--- src/rtl/mips_pkg.sv ---
// Shared definitions for the MIPS execute stage: widths, ALU operation codes,
// R-type funct codes, destination-register selects and the EX/MEM record.
package mips_pkg;

  localparam int DW = 32;  // datapath width
  localparam int RW = 5;   // register-index width

  // Link register written by jal/jalr.
  localparam logic [RW-1:0] RA_REG = 5'd31;

  // ALU operation codes carried in ALUOp from decode.
  typedef enum logic [3:0] {
    ALU_ADD   = 4'd0,
    ALU_SUB   = 4'd1,
    ALU_AND   = 4'd2,
    ALU_OR    = 4'd3,
    ALU_XOR   = 4'd4,
    ALU_NOR   = 4'd5,
    ALU_SLT   = 4'd6,
    ALU_SLTU  = 4'd7,
    ALU_SLL   = 4'd8,
    ALU_SRL   = 4'd9,
    ALU_SRA   = 4'd10,
    ALU_RTYPE = 4'd15
  } alu_op_e;

  // R-type funct field values (IR[5:0]).
  localparam logic [5:0] FN_ADD  = 6'h20;
  localparam logic [5:0] FN_ADDU = 6'h21;
  localparam logic [5:0] FN_SUB  = 6'h22;
  localparam logic [5:0] FN_SUBU = 6'h23;
  localparam logic [5:0] FN_AND  = 6'h24;
  localparam logic [5:0] FN_OR   = 6'h25;
  localparam logic [5:0] FN_XOR  = 6'h26;
  localparam logic [5:0] FN_NOR  = 6'h27;
  localparam logic [5:0] FN_SLT  = 6'h2A;
  localparam logic [5:0] FN_SLTU = 6'h2B;
  localparam logic [5:0] FN_SLL  = 6'h00;
  localparam logic [5:0] FN_SRL  = 6'h02;
  localparam logic [5:0] FN_SRA  = 6'h03;

  // Destination-register select; both upper encodings pick the link register.
  typedef enum logic [1:0] {
    REGDST_RT     = 2'd0,
    REGDST_RD     = 2'd1,
    REGDST_RA     = 2'd2,
    REGDST_RA_ALT = 2'd3
  } reg_dst_e;

  // Contents of the EX/MEM pipeline register.
  typedef struct packed {
    logic [DW-1:0] alu_out;
    logic [DW-1:0] store_data;
    logic [DW-1:0] pc_plus_4;
    logic [RW-1:0] write_reg;
    logic          reg_write;
    logic          mem_read;
    logic          mem_write;
    logic [1:0]    mem_to_reg;
  } ex_mem_t;

  // Resolve the ALUOp field (and funct, for R-type) into a concrete ALU
  // operation. Unlisted ALUOp codes and unknown funct values fall back to ADD.
  function automatic alu_op_e decode_alu_op(input logic [3:0] alu_op_code,
                                            input logic [5:0] funct);
    alu_op_e op;
    op = ALU_ADD;
    if (alu_op_code == ALU_RTYPE) begin
      case (funct)
        FN_ADD, FN_ADDU: op = ALU_ADD;
        FN_SUB, FN_SUBU: op = ALU_SUB;
        FN_AND:          op = ALU_AND;
        FN_OR:           op = ALU_OR;
        FN_XOR:          op = ALU_XOR;
        FN_NOR:          op = ALU_NOR;
        FN_SLT:          op = ALU_SLT;
        FN_SLTU:         op = ALU_SLTU;
        FN_SLL:          op = ALU_SLL;
        FN_SRL:          op = ALU_SRL;
        FN_SRA:          op = ALU_SRA;
        default:         op = ALU_ADD;
      endcase
    end else if (alu_op_code <= ALU_SRA) begin
      op = alu_op_e'(alu_op_code);
    end
    return op;
  endfunction

endpackage

--- src/rtl/ex_stage_alu.sv ---
// Combinational ALU for the execute stage. Shifts move operand b by a[4:0];
// add and subtract wrap modulo 2^DW with no overflow detection.
module alu
  import mips_pkg::*;
(
  input  logic [DW-1:0] a,
  input  logic [DW-1:0] b,
  input  alu_op_e       op,
  output logic [DW-1:0] result,
  output logic          zero
);

  localparam int SHW = $clog2(DW);

  logic [SHW-1:0] sh_amt;

  assign sh_amt = a[SHW-1:0];

  // Select the operation result.
  always_comb begin
    // NOTE: every output of a combinational block gets a default first so no
    // path through the case leaves it unassigned and infers a latch.
    result = a + b;
    case (op)
      ALU_ADD:  result = a + b;
      ALU_SUB:  result = a - b;
      ALU_AND:  result = a & b;
      ALU_OR:   result = a | b;
      ALU_XOR:  result = a ^ b;
      ALU_NOR:  result = ~(a | b);
      ALU_SLT:  result = {{(DW-1){1'b0}}, ($signed(a) < $signed(b))};
      ALU_SLTU: result = {{(DW-1){1'b0}}, (a < b)};
      ALU_SLL:  result = b << sh_amt;
      ALU_SRL:  result = b >> sh_amt;
      ALU_SRA:  result = $signed(b) >>> sh_amt;
      default:  result = a + b;
    endcase
  end

  assign zero = (result == '0);

endmodule

--- src/rtl/ex_stage.sv ---
// MIPS execute stage: operand forwarding, ALU, destination select, branch
// resolution and the EX/MEM pipeline register feeding the MEM stage.
module ex_stage
  import mips_pkg::*;
(
  input  logic          clk,
  input  logic          reset,
  input  logic          EX_MEM_stall,
  input  logic          EX_MEM_flush,
  input  logic [31:0]   IR_in,
  input  logic [DW-1:0] PC_plus_4_in,
  input  logic [DW-1:0] LU_out_in,
  input  logic [DW-1:0] RegA_in,
  input  logic [DW-1:0] RegB_in,
  input  logic          Branch_in,
  input  logic          RegWrite_in,
  input  logic          MemRead_in,
  input  logic          MemWrite_in,
  input  logic          ALUSrc1_in,
  input  logic          ALUSrc2_in,
  input  logic [1:0]    RegDst_in,
  input  logic [1:0]    MemtoReg_in,
  input  logic [3:0]    ALUOp_in,
  input  logic          MEM_WB_RegWrite,
  input  logic [RW-1:0] MEM_WB_WriteReg,
  input  logic [DW-1:0] MEM_WB_WriteData,
  output logic          branch_taken,
  output logic [DW-1:0] branch_target,
  output logic          IF_ID_flush_req,
  output logic          ID_EX_flush_req,
  output logic [DW-1:0] ALU_out_EX_MEM_out,
  output logic [DW-1:0] StoreData_EX_MEM_out,
  output logic [DW-1:0] PC_plus_4_EX_MEM_out,
  output logic [RW-1:0] WriteReg_EX_MEM_out,
  output logic          RegWrite_EX_MEM_out,
  output logic          MemRead_EX_MEM_out,
  output logic          MemWrite_EX_MEM_out,
  output logic [1:0]    MemtoReg_EX_MEM_out
);

  // Instruction fields.
  logic [RW-1:0] rs_idx;
  logic [RW-1:0] rt_idx;
  logic [RW-1:0] rd_idx;
  logic [4:0]    shamt;
  logic [5:0]    funct;
  logic          is_bne;

  assign rs_idx = IR_in[25:21];
  assign rt_idx = IR_in[20:16];
  assign rd_idx = IR_in[15:11];
  assign shamt  = IR_in[10:6];
  assign funct  = IR_in[5:0];
  assign is_bne = IR_in[26];

  // Opcode bits above IR[26] are fully decoded upstream.
  logic unused_ir_bits;
  assign unused_ir_bits = ^IR_in[31:27];

  ex_mem_t       ex_mem_q;
  ex_mem_t       ex_mem_d;
  logic [DW-1:0] fwd_rs;
  logic [DW-1:0] fwd_rt;
  logic [DW-1:0] op_a;
  logic [DW-1:0] op_b;
  logic [DW-1:0] alu_result;
  logic          alu_zero;
  alu_op_e       alu_op;
  logic [RW-1:0] write_reg;
  logic          ex_mem_hit_rs;
  logic          ex_mem_hit_rt;
  logic          mem_wb_hit_rs;
  logic          mem_wb_hit_rt;

  // A pending write matches a source only when it targets a nonzero register;
  // $0 is hardwired and must never be forwarded.
  assign ex_mem_hit_rs = ex_mem_q.reg_write && (ex_mem_q.write_reg != '0) &&
                         (ex_mem_q.write_reg == rs_idx);
  assign ex_mem_hit_rt = ex_mem_q.reg_write && (ex_mem_q.write_reg != '0) &&
                         (ex_mem_q.write_reg == rt_idx);
  assign mem_wb_hit_rs = MEM_WB_RegWrite && (MEM_WB_WriteReg != '0) &&
                         (MEM_WB_WriteReg == rs_idx);
  assign mem_wb_hit_rt = MEM_WB_RegWrite && (MEM_WB_WriteReg != '0) &&
                         (MEM_WB_WriteReg == rt_idx);

  // Forwarding muxes: the younger EX/MEM result wins over MEM/WB.
  always_comb begin
    fwd_rs = RegA_in;
    if (ex_mem_hit_rs)      fwd_rs = ex_mem_q.alu_out;
    else if (mem_wb_hit_rs) fwd_rs = MEM_WB_WriteData;

    fwd_rt = RegB_in;
    if (ex_mem_hit_rt)      fwd_rt = ex_mem_q.alu_out;
    else if (mem_wb_hit_rt) fwd_rt = MEM_WB_WriteData;
  end

  // ALU operand selection and operation decode.
  always_comb begin
    op_a   = ALUSrc1_in ? {{(DW-5){1'b0}}, shamt} : fwd_rs;
    op_b   = ALUSrc2_in ? LU_out_in : fwd_rt;
    alu_op = decode_alu_op(ALUOp_in, funct);
  end

  alu u_alu (
    .a      (op_a),
    .b      (op_b),
    .op     (alu_op),
    .result (alu_result),
    .zero   (alu_zero)
  );

  // Destination register: rt for I-type, rd for R-type, link register for jal/jalr.
  always_comb begin
    write_reg = RA_REG;
    case (reg_dst_e'(RegDst_in))
      REGDST_RT: write_reg = rt_idx;
      REGDST_RD: write_reg = rd_idx;
      default:   write_reg = RA_REG;
    endcase
  end

  // Branch resolution. A stalled branch is suppressed and resolves again once
  // the stall drops, so a redirect is never issued twice for one instruction.
  assign branch_taken    = Branch_in & (alu_zero ^ is_bne) & ~EX_MEM_stall;
  assign branch_target   = PC_plus_4_in + (LU_out_in << 2);
  assign IF_ID_flush_req = branch_taken;
  assign ID_EX_flush_req = branch_taken;

  // Next EX/MEM contents: flush inserts a bubble, stall holds, otherwise load.
  always_comb begin
    ex_mem_d = ex_mem_q;
    if (EX_MEM_flush) begin
      ex_mem_d = '0;
    end else if (!EX_MEM_stall) begin
      ex_mem_d.alu_out    = alu_result;
      ex_mem_d.store_data = fwd_rt;
      ex_mem_d.pc_plus_4  = PC_plus_4_in;
      ex_mem_d.write_reg  = write_reg;
      ex_mem_d.reg_write  = RegWrite_in;
      ex_mem_d.mem_read   = MemRead_in;
      ex_mem_d.mem_write  = MemWrite_in;
      ex_mem_d.mem_to_reg = MemtoReg_in;
    end
  end

  // EX/MEM pipeline register with synchronous reset.
  always_ff @(posedge clk) begin
    // NOTE: non-blocking assignment so every flop samples pre-edge values and
    // simulation matches the synthesized register behaviour.
    if (reset) ex_mem_q <= '0;
    else       ex_mem_q <= ex_mem_d;
  end

  assign ALU_out_EX_MEM_out   = ex_mem_q.alu_out;
  assign StoreData_EX_MEM_out = ex_mem_q.store_data;
  assign PC_plus_4_EX_MEM_out = ex_mem_q.pc_plus_4;
  assign WriteReg_EX_MEM_out  = ex_mem_q.write_reg;
  assign RegWrite_EX_MEM_out  = ex_mem_q.reg_write;
  assign MemRead_EX_MEM_out   = ex_mem_q.mem_read;
  assign MemWrite_EX_MEM_out  = ex_mem_q.mem_write;
  assign MemtoReg_EX_MEM_out  = ex_mem_q.mem_to_reg;

endmodule

--- config.mk ---
export PLATFORM = sky130hd
export DESIGN_NAME = ex_stage
export DESIGN_NICKNAME = d
export VERILOG_FILES = /design/src/rtl/mips_pkg.sv /design/src/rtl/ex_stage_alu.sv /design/src/rtl/ex_stage.sv
export SDC_FILE = /design/constraint.sdc
export NUM_CORES = 1
export LEC_CHECK = 0
export BUFFER_PORTS_ARGS = -buffer_cell sky130_fd_sc_hd__buf_2
export CAP_MARGIN = 10
export CELL_PAD_IN_SITES_DETAIL_PLACEMENT = 1
export CELL_PAD_IN_SITES_GLOBAL_PLACEMENT = 2
export CORE_MARGIN = 1
export CORE_UTILIZATION = 32
export CTS_BUF_LIST = sky130_fd_sc_hd__clkbuf_2 sky130_fd_sc_hd__clkbuf_4 sky130_fd_sc_hd__clkbuf_8
export DETAILED_ROUTE_END_ITERATION = 6
export PLACE_DENSITY_LB_ADDON = 0.1
export SETUP_SLACK_MARGIN = 0.3
export SYNTH_ARGS = -nofsm -noshare
export SYNTH_HDL_FRONTEND = slang
export SYNTH_SLANG_ARGS = --single-unit
--- constraint.sdc ---
create_clock -name clk -period 8.5 [get_ports clk]
set_input_delay 0.425 -clock clk [delete_from_list [all_inputs] [get_ports clk]]
set_output_delay 0.425 -clock clk [all_outputs]
set_load 0.02 [all_outputs]
==> results_dict.tcl <==
set metrics [dict create \
    cts_hold_buf 0 \
    power_uw 2590 \
    async_reset_ff_share_pct 0 \
    end_kind "primary output" \
    initialDrtViolationCount 1954 \
    firstDrtPassIters 5 \
    cts_tree "done" \
    routabilityCongestion 1.07 \
    die_h_um 233 \
    max_freq_mhz 123 \
    path_max_fanout 9 \
    yosysSeqAreaShare_pct 12.4 \
    critPathLaunchType "register" \
    critPathRequiredTime_ns 8.08 \
    combPwrFrac_pct 64.8 \
    gr-usage-all-layers_pct 38.9 \
    hold_path_class "input port to register" \
    synth.largest_area_cell "dfxtp_1" \
    synth.net_count 2782 \
    cts.sinks 106 \
    switching_share_pct 53.8 \
    rr_worst_depth 20 \
    clockRootBuffer "clkbuf_8" \
    wl_met3_mm 8.27 \
    nNetsFinal 3080 \
    met2_length_mm 49.0 \
    fin_crit_sh_pct 95.9 \
    core_area_um2 52700 \
    fillCellCount 6729 \
    power.internal_uw 1200 \
    status "finished clean" \
    arrival_ns 7.72 \
    fin_worst_skew_ns 0.0377 \
    timing.rr.end "ALU_out_EX_MEM_out[27]$_SDFFE_PP0N_" \
    crit_path_end "IF_ID_flush_req" \
    ant_nets 0 \
    avgViaCountPerCell 6.44 \
    pwr-share-clk_pct 14.2 \
    setup_tns_ns 0 \
    ctsHtreeMaxLevel 3 \
    avgRoutedWirePerCell_um 31.8 \
    power_switching_uw 1390 \
    ir_drop_mv 0.0624 \
    synth-edff-count 0 \
    p_leak_uw 0.00874 \
    final-seq-area_um2 2120 \
    crit_path_start "WriteReg_EX_MEM_out[1]$_SDFFE_PP0N_" \
    power_frac_seq_pct 21.0 \
    dr_total_vias 22100 \
    antenna_found_initial 11 \
    met1_length_mm 45.3 \
    num_rows 84 \
    io_pins 357 \
    r2r_start "WriteReg_EX_MEM_out[1]$_SDFFE_PP0N_" \
    netlist.area_leader.share_pct 12.4 \
    postSynthAreaPerCell_um2 7.01 \
    setup_viol 0 \
    clk_latency_ns 0.45 \
    grt_max_degree 88 \
    tightest_slew_ns 1.23 \
    synth_ff_type "dfxtp_1" \
    area_growth_syn_to_layout_pct 18.3 \
    finalMaxSlewViolations 0 \
    dp_hpwl_mm 90.1 \
    relSlewSlack_pct 18.0 \
    globalRouteOverflowTotal 0 \
    final-hold-violation-count 0 \
    drv_cap 0 \
    cts_buffers 9 \
    dieArea_um2 54300 \
    portBuffers 351 \
    grt_pass1_wl_mm 153 \
    synth_top_cells_by_area "dfxtp_1 12%, ha_1 9.2%, mux2i_1 8.6%, a21oi_1 7.2%, nor2_1 6.8%" \
    power_density_nw_per_um2 128 \
    ff2ff_setup_slack_ns 1.97 \
    top_layer "met5" \
    fin_crit_ns 8.15 \
    synth_common_cells "310 x nor2_1, 245 x a21oi_1, 181 x nand2_1" \
    drive_above_1_share_pct 21.3 \
    timing_worst_setup_path_type "register to primary output" \
    ctsLongestPathBuffers 2 \
    rsz0062_at_grt "false" \
    postSynthCellCount 2437 \
    initial_core_util_pct 32.5 \
    clk_pin_slew_ns 0.13 \
    grt_pass1_vias 21600 \
    multi_input_area_um2 13900 \
    yosysMostFrequentCell "nor2_1" \
    syn-cell-area_um2 17100 \
    drcViolationCount 0 \
    die_w_um 233 \
    ys_ff_latch 106 \
    ys_warn_count 0 \
    ys_types 105 \
    wl_mm 109 \
]
## power groups by stage
stage | clock network (uW) | logic, uW | registers [uW]
final | 367 | 1680 | 543
after global placement | 0 | 1590 | 552
after global routing | 389 | 1750 | 545
after detailed placement | 0 | 1610 | 553
after CTS | 374 | 1620 | 542
after floorplan | 0 | 932 | 569
## cells in the final DEF, fill, tap and decap left out, types with 9 or more instances in the layout
master,synthesis,routed
o21a_1,14,14
a211oi_1,82,80
a22oi_1,9,9
a31oi_1,42,41
and3_1,10,10
nor2b_1,11,11
ha_1,126,126
o21ai_0,105,103
nor2_1,310,308
nor4_4,10,11
o31ai_1,43,43
buf_4,9,119
mux2i_1,146,146
inv_1,110,110
a21o_1,21,21
o22ai_1,21,21
nand2_1,181,181
nor4_1,23,20
xnor2_1,51,51
nand3_1,38,38
clkbuf_8,0,9
o21bai_1,15,15
nand4_1,45,45
a221o_1,14,13
a211o_1,9,9
nor3_1,100,97
o221ai_1,16,16
a221oi_1,37,36
buf_2,37,350
nand2b_1,10,10
or3_1,16,16
o31a_1,9,9
a21oi_1,245,244
a311oi_1,45,40
and2_1,36,36
dfxtp_1,106,106
o211ai_1,23,23
a2111oi_0,15,13
## metal layers
layer	track usage (%)	vias up
met5	0	-
met4	22.0	6
met3	7.24	220
met2	62.2	1042
met1	48.8	11100
li1	-	9764
## how the worst min path moves through the flow
stage,start,end,slack [ns],depth (start not counted)
after floorplan,ALU_out_EX_MEM_out[21]$_SDFFE_PP0N_,ALU_out_EX_MEM_out[21]$_SDFFE_PP0N_,0.56,2
after global placement,StoreData_EX_MEM_out[30]$_SDFFE_PP0N_,StoreData_EX_MEM_out[30]$_SDFFE_PP0N_,0.47,2
after detailed placement,StoreData_EX_MEM_out[29]$_SDFFE_PP0N_,StoreData_EX_MEM_out[29]$_SDFFE_PP0N_,0.48,2
after CTS,MemtoReg_in[1],MemtoReg_EX_MEM_out[1]$_SDFFE_PP0N_,0.20,3
after global routing,MemtoReg_in[1],MemtoReg_EX_MEM_out[1]$_SDFFE_PP0N_,0.22,3
final,MemtoReg_in[1],MemtoReg_EX_MEM_out[1]$_SDFFE_PP0N_,0.22,3
## what timing repair did
| action | in CTS | in global routing |
|---|---|---|
| setup buffers | 0 | 2 |
| pin swaps | 0 | 4 |
| gates resized for setup | 4 | 19 |
| endpoints found under the hold margin | 0 | 0 |
| setup endpoints to repair | 3 | 3 |
## area by class of cell
cell class	count	area share, %
antenna	6	0.0743
clock buffer	9	0.613
clock inverter	7	0.427
inverter	119	2.22
multi-input combinational	2029	68.7
sequential	106	10.5
tap	688	4.26
timing repair buffer	470	13.2
## critical path: stages (launching register included)
cell	delay, ns
dfxtp_1	0.39
or4_4	0.59
o211ai_2	0.27
buf_4	0.23
nor3_1	0.09
a311oi_2	0.59
a21oi_1	0.29
ha_1	0.42
a21oi_1	0.08
o21ai_0	0.38
a211oi_2	0.19
a211oi_1	0.48
buf_4	0.22
a21o_1	0.15
o21ai_0	0.08
a221o_1	0.43
a211oi_1	0.26
nand3_1	0.28
a2111oi_0	0.50
buf_4	0.22
nand4_1	0.16
nor4_4	0.38
and4_1	0.24
o211a_1	0.17
buf_2	0.17
## flip-flops by register name, summed over array words and instances (netlist names)
register / cells
RegWrite_EX_MEM_out: 1
PC_plus_4_EX_MEM_out: 32
StoreData_EX_MEM_out: 32
WriteReg_EX_MEM_out: 5
MemtoReg_EX_MEM_out: 2
ALU_out_EX_MEM_out: 32
MemWrite_EX_MEM_out: 1
MemRead_EX_MEM_out: 1
## through the flow
| stage | hold WS, ns | instance area [um2] | setup WS (ns) | instances | util, % |
|---|---|---|---|---|---|
| global route | 0.219 | 20200 | 0.305 | 3434 | 38.4 |
| detailed placement | 0.482 | 19800 | 0.552 | 3410 | 37.7 |
| floorplan | 0.565 | 17100 | 1.31 | 2437 | - |
| global placement | 0.469 | 19800 | 0.627 | 3410 | 37.7 |
| CTS | 0.202 | 20100 | 0.354 | 3426 | 38.1 |
| finish | 0.218 | 20200 | 0.350 | 3434 | 38.4 |
## cell families after synthesis
logic type | synth area share, %
fa+ha+maj | 9.58
compound gates | 34.5
simple gates | 23.4
buf+inv | 7.31
mux | 9.85
xor+xnor | 2.92
flops | 12.4
Note: power is estimated with default switching activity, not from simulation.
